<file path="config.mk">
export PLATFORM = sky130hd
export DESIGN_NAME = dot_product_engine
export DESIGN_NICKNAME = d
export VERILOG_FILES = /design/src/rtl/dot_product_engine.sv
export SDC_FILE = /design/constraint.sdc
export NUM_CORES = 1
export LEC_CHECK = 0
export ABC_CLOCK_PERIOD_IN_PS = 27600
export BUFFER_PORTS_ARGS = -buffer_cell sky130_fd_sc_hd__buf_2
export CELL_PAD_IN_SITES_DETAIL_PLACEMENT = 1
export CELL_PAD_IN_SITES_GLOBAL_PLACEMENT = 1
export CORE_ASPECT_RATIO = 1.25
export CORE_MARGIN = 2
export CORE_UTILIZATION = 30
export DETAILED_ROUTE_END_ITERATION = 6
export GPL_ROUTABILITY_DRIVEN = 1
export PLACE_DENSITY = 0.67
export RECOVER_POWER = 50
export SKIP_LAST_GASP = 1
export SYNTH_ARGS = -nofsm -noshare
export SYNTH_HDL_FRONTEND = slang
export SYNTH_SLANG_ARGS = --single-unit
</file>
<file path="constraint.sdc">
create_clock -name clk -period 27.6 [get_ports clk]
set_input_delay 5.52 -clock clk [delete_from_list [all_inputs] [get_ports clk]]
set_output_delay 5.52 -clock clk [all_outputs]
set_load 0.05 [all_outputs]
</file>
<file path="src/rtl/dot_product_engine.sv">
// Streaming sigma.J dot-product engine.
// A sigma vector is latched once. The J column then arrives LANES elements
// per cycle. Each element is added when its sigma bit is 1 and subtracted
// when it is 0, and a single signed sum is returned on a valid/ready port.
module dot_product_engine #(
  parameter int VECTOR_SIZE      = 256,
  parameter int J_ELEMENT_WIDTH  = 4,
  parameter int LANES            = 16,
  parameter int J_SIGNED         = 0,
  parameter int INT_RESULT_WIDTH = J_ELEMENT_WIDTH + $clog2(VECTOR_SIZE) + 1
) (
  input  logic                               clk,
  input  logic                               rst,
  input  logic                               start_valid_i,
  output logic                               start_ready_o,
  input  logic [VECTOR_SIZE-1:0]             sigma_i,
  input  logic                               j_valid_i,
  output logic                               j_ready_o,
  input  logic [LANES*J_ELEMENT_WIDTH-1:0]   j_data_i,
  output logic                               dot_valid_o,
  input  logic                               dot_ready_i,
  output logic [INT_RESULT_WIDTH-1:0]        dot_o,
  output logic                               busy_o
);

  localparam int JW         = J_ELEMENT_WIDTH;
  localparam int RW         = INT_RESULT_WIDTH;
  localparam int NUM_CHUNKS = VECTOR_SIZE / LANES;
  localparam int CNT_W      = (NUM_CHUNKS > 1) ? $clog2(NUM_CHUNKS) : 1;
  localparam logic [CNT_W-1:0] LAST_CHUNK = CNT_W'(NUM_CHUNKS - 1);

  generate
    if (VECTOR_SIZE % LANES != 0) begin : g_size_check
      $error("dot_product_engine: VECTOR_SIZE must be a multiple of LANES");
    end
  endgenerate

  typedef enum logic [1:0] {IDLE, RUN, DRAIN, DONE} state_t;

  state_t                  r_state;
  state_t                  w_state_nxt;
  logic [VECTOR_SIZE-1:0]  r_sigma;
  logic [CNT_W-1:0]        r_cnt;
  logic [LANES-1:0]        w_sigma_chunk;
  logic                    w_start_hs;
  logic                    w_j_hs;
  logic signed [RW-1:0]    w_lane_sum_p0;
  logic signed [RW-1:0]    r_partial_p1;
  logic                    r_vld_p1;
  logic signed [RW-1:0]    r_acc_p2;

  // Widen one J element to the result width (sign- or zero-extension); wraps
  // silently if the result width is overridden narrower than the element.
  function automatic logic signed [RW-1:0] extend_elem(input logic [JW-1:0] e);
    logic signed [RW-1:0] v;
    if (J_SIGNED != 0) v = RW'($signed(e));
    else               v = RW'(e);
    return v;
  endfunction

  // Apply the sigma bit: 1 keeps the element, 0 negates it.
  function automatic logic signed [RW-1:0] signed_term(input logic [JW-1:0] e,
                                                       input logic         add);
    logic signed [RW-1:0] v;
    v = extend_elem(e);
    return add ? v : -v;
  endfunction

  assign w_start_hs    = (r_state == IDLE) && start_valid_i;
  assign w_j_hs        = (r_state == RUN) && j_valid_i;
  assign w_sigma_chunk = r_sigma[r_cnt*LANES +: LANES];

  // State register.
  always_ff @(posedge clk) begin
    if (rst) r_state <= IDLE;
    else     r_state <= w_state_nxt;
  end

  // Next-state and handshake outputs.
  always_comb begin
    w_state_nxt   = r_state;
    start_ready_o = 1'b0;
    j_ready_o     = 1'b0;
    dot_valid_o   = 1'b0;
    busy_o        = 1'b1;
    case (r_state)
      IDLE: begin
        start_ready_o = 1'b1;
        busy_o        = 1'b0;
        if (start_valid_i) w_state_nxt = RUN;
      end
      RUN: begin
        j_ready_o = 1'b1;
        if (j_valid_i && (r_cnt == LAST_CHUNK)) w_state_nxt = DRAIN;
      end
      DRAIN: w_state_nxt = DONE;
      DONE: begin
        dot_valid_o = 1'b1;
        if (dot_ready_i) w_state_nxt = IDLE;
      end
      default: w_state_nxt = IDLE;
    endcase
  end

  // Stage p0: signed lane sum of the current chunk.
  always_comb begin
    w_lane_sum_p0 = '0;
    for (int k = 0; k < LANES; k++) begin
      w_lane_sum_p0 = w_lane_sum_p0 + signed_term(j_data_i[k*JW +: JW], w_sigma_chunk[k]);
    end
  end

  // Sigma is only captured on the start handshake.
  always_ff @(posedge clk) begin
    if (w_start_hs) r_sigma <= sigma_i;
  end

  // Stage p1: register the lane sum; stage p2: fold it into the accumulator.
  always_ff @(posedge clk) begin
    if (rst) begin
      r_cnt        <= '0;
      r_partial_p1 <= '0;
      r_vld_p1     <= 1'b0;
      r_acc_p2     <= '0;
    end else begin
      r_vld_p1 <= w_j_hs;
      if (w_j_hs) begin
        r_partial_p1 <= w_lane_sum_p0;
        r_cnt        <= r_cnt + 1'b1;
      end
      if (w_start_hs) begin
        r_cnt    <= '0;
        r_acc_p2 <= '0;
      end else if (r_vld_p1) begin
        r_acc_p2 <= r_acc_p2 + r_partial_p1;
      end
    end
  end

  assign dot_o = (r_state == DONE) ? r_acc_p2 : '0;

endmodule

</file>
==> metrics.txt <==
startpoint-to-endpoint class of the critical path in -> reg; full die area around 57,000 µm²; post-CTS resize count 0; setup repair after global routing missed its margin false; total track usage 0.167; routability-driven placement congestion ratio ~0.8; Post-Synthesis Cells around 1.1k; Max stage delay on crit path 0.61 ns; data arrival time at the worst-slack endpoint 11.79 ns; synthesis-to-finish area growth 21.2%; clock period minus final worst setup slack roughly 11 ns; pin count of the biggest net entering global routing 185; crit path launch type input pin; # IOs between 300 and 400; Min-Delay Path Class reg -> reg; hold buffer count at CTS 0; proportion of register bits with asynchronous set or reset after synthesis 0; cell-by-cell trace of the critical path buf_2, nor3_1, ha_1, mux2_2, fa_1, inv_1, fa_1, inv_1, fa_1, fa_1, fa_1, inv_1, fa_1, inv_1, fa_1, a211oi_1, o21bai_1, a21oi_1, o21ai_0, nor4b_1, a211o_1; wire length of the first global-routing pass 69.8 mm; total wirelength of the detailed-routed design between 40 and 50 mm; Wirelength per Cell 20.7 µm; kind of end point of the critical path flip-flop; maximum fanout along the worst path 3; number of slew-limit violations in the final report 77; number of antenna violations at the first check in global routing 29; warning count from the yosys run 0; total clock buffers created by CTS 31; vias in the first global route 11.9k; Post-CTS Repair Setup Buffers 0; Worst-Skew Late Latency between 0.5 and 0.6 ns; routed via count around 10k; clock transition at the registers of the reported paths approximately 0.070 ns; H-tree level count 1; top cell family by delay on the critical path adder cells; final count of negative-setup-slack endpoints 0; number of remaining DRC errors 0; std cell rows 95; dominant synthesized flop cell edfxtp_1; Slew headroom -2.38; post-synthesis instance area about 16,000 µm²; worst endpoint required time roughly 28 ns; number of enable-type register cells in the synthesized netlist 256; number of nets produced by synthesis approximately 1.6k; library cell contributing the largest single delay on the critical path fa_1; CTS Sinks between 200 and 300; die height roughly 270 µm; outcome finished, violations left; Setup TNS Final 0 ns; Hold Violations, Final 0; DP Wirelength approximately 38 mm; Critical path buffers and inverters 5; maximum frequency from static timing analysis roughly 89 MHz; Yosys reg bits between 200 and 300; floorplan core area approximately 54,000 µm²; synthesized area per cell roughly 15 µm²; clock root buffer clkbuf_16; total congestion overflow after global routing 0; horizontal extent of the die 213 µm; DR vias/cell around 4.6; proportion of layout cells with a drive suffix above 1 0.310; part of the Yosys area used for sequential elements 0.508; post-synth cell types 48; Bufs on Longest Clock Path 3; cell seen most often among critical-path stages fa_1; initial core utilization 0.304; Antenna Violating Nets Remaining 0; Worst Max-Slew Pin Slew 5.07 ns; first-pass detailed-route iteration total 4; final worst clock skew approximately 0.027 ns; count of routing violations after the opening detailed-route iteration between 300 and 400; Port Buffer Count 341; clock tree from TritonCTS done; crit share post-route 0.408; failing checks capacitance limit, slew limit; Final nets between 1.5k and 2k; maxcap violations 1
## cells in the mapped netlist (2+ instances only)
library cell | n | area, µm²
a211oi_1 | 10 | 75.1
a21o_1 | 20 | 150
a21oi_1 | 42 | 210
a21oi_2 | 2 | 17.5
a31o_2 | 3 | 26.3
a31oi_1 | 4 | 25.0
and2_1 | 14 | 87.6
buf_1 | 5 | 18.8
buf_2 | 9 | 45.0
buf_6 | 6 | 67.6
clkbuf_1 | 9 | 33.8
dfxtp_1 | 33 | 661
edfxtp_1 | 256 | 7690
fa_1 | 118 | 2360
ha_1 | 67 | 838
inv_1 | 195 | 732
mux2_1 | 16 | 180
mux2_2 | 5 | 56.3
mux2_4 | 2 | 30.0
mux2i_1 | 21 | 210
mux4_2 | 76 | 1710
nand2_1 | 32 | 120
nand2b_1 | 4 | 25.0
nand3_1 | 7 | 35.0
nand3b_1 | 3 | 22.5
nand4_1 | 3 | 18.8
nor2_1 | 64 | 240
nor2b_1 | 6 | 37.5
nor3_1 | 21 | 105
nor3b_1 | 3 | 22.5
o211ai_1 | 4 | 30.0
o21a_1 | 2 | 15.0
o21ai_0 | 9 | 45.0
o22ai_1 | 2 | 12.5
or2_1 | 10 | 62.6
or2_2 | 2 | 12.5
or3_1 | 4 | 25.0
xnor2_1 | 27 | 236
xor2_1 | 7 | 61.3
## worst reg2reg max path: cells and delay by family, from the launching register on
family	cells	cell delay, ns
AOI/OAI and AO/OA	5	0.99
adders and majority gates	8	3.84
DFF	1	0.81
and+or+nand+nor	1	0.28
buffers and inverters	3	0.80
muxes	3	1.63
## stage by stage
stage / cells / setup WS, ns / utilization / area (µm²) / hold slack [ns]
finish: 2254 / 16.34 / 0.369 / 19900 / 0.473
global route: 2251 / 16.08 / 0.369 / 19900 / 0.497
CTS: 2232 / 16.37 / 0.368 / 19900 / 0.477
detailed placement: 2176 / 15.72 / 0.351 / 18900 / 0.465
global placement: 2176 / 15.85 / 0.351 / 18900 / 0.458
floorplan: 1132 / 14.94 / - / 16400 / 0.436
## layout make-up
class                      count  area, µm²
timing repair buffer         346       1740
inverter                     196        736
clock buffer                  37        798
antenna                       22       55.1
multi-input combinational    618       7170
fill                        5886      34100
clock inverter                19        139
tap                          727        910
sequential                   289       8360
## routing by layer
metal	global-route usage	wire length, µm	vias to the layer above
met5	0	89	-
met2	0.313	26100	261
met3	0.0365	2700	84
met4	0.0790	1630	14
met1	0.174	16200	5227
li1	-	-	4720
## logic make-up (layout without fill, tap and decap cells)
| kind of cell | count (synthesis) | after routing | share of synthesized area |
|---|---|---|---|
| other | 0 | 22 | 0 |
| AO/OA/AOI/OAI | 103 | 103 | 0.0395 |
| multiplexers | 120 | 120 | 0.133 |
| buffers and inverters | 225 | 598 | 0.0549 |
| AND/OR/NAND/NOR | 176 | 176 | 0.0510 |
| adder cells (fa/ha/maj) | 185 | 185 | 0.195 |
| flip-flops | 289 | 289 | 0.508 |
| XOR/XNOR | 34 | 34 | 0.0181 |
## final timing paths
path | from | endpoint | slack [ns] | depth (start not counted)
max reg2reg | r_cnt[0] | r_partial_p1[10] | 19.22 | 20
min reg2reg | r_acc_p2[12] | r_acc_p2[12] | 0.47 | 2
min | r_acc_p2[12] | r_acc_p2[12] | 0.47 | 2
max | j_data_i[49] | r_partial_p1[10] | 16.34 | 21
## state kept, by name (all words and copies together), names as in the netlist
signal / cells
r_acc_p2: 13
r_partial_p1: 13
r_vld_p1: 1
r_sigma: 256
r_state: 2
r_cnt: 4
## placed cells by master (no fill, tap or decap), types with 5 or more instances in the layout
cell,instances
mux2_1,16
nor3_1,21
fa_1,118
nand3_1,7
and2_1,13
a21o_1,20
a21oi_1,42
buf_2,324
mux4_2,76
clkbuf_16,31
edfxtp_1,256
xor2_1,7
ha_1,67
diode_2,22
a211oi_1,10
or2_1,10
nor2_1,64
mux2_2,5
clkbuf_1,23
dfxtp_1,29
nor2b_1,6
o21ai_0,9
nand2_1,32
mux2i_1,21
inv_1,195
clkinv_1,7
xnor2_1,27
Power is not shown: default switching activity piles up to over one toggle a cycle in this logic, so the estimate is an artifact.
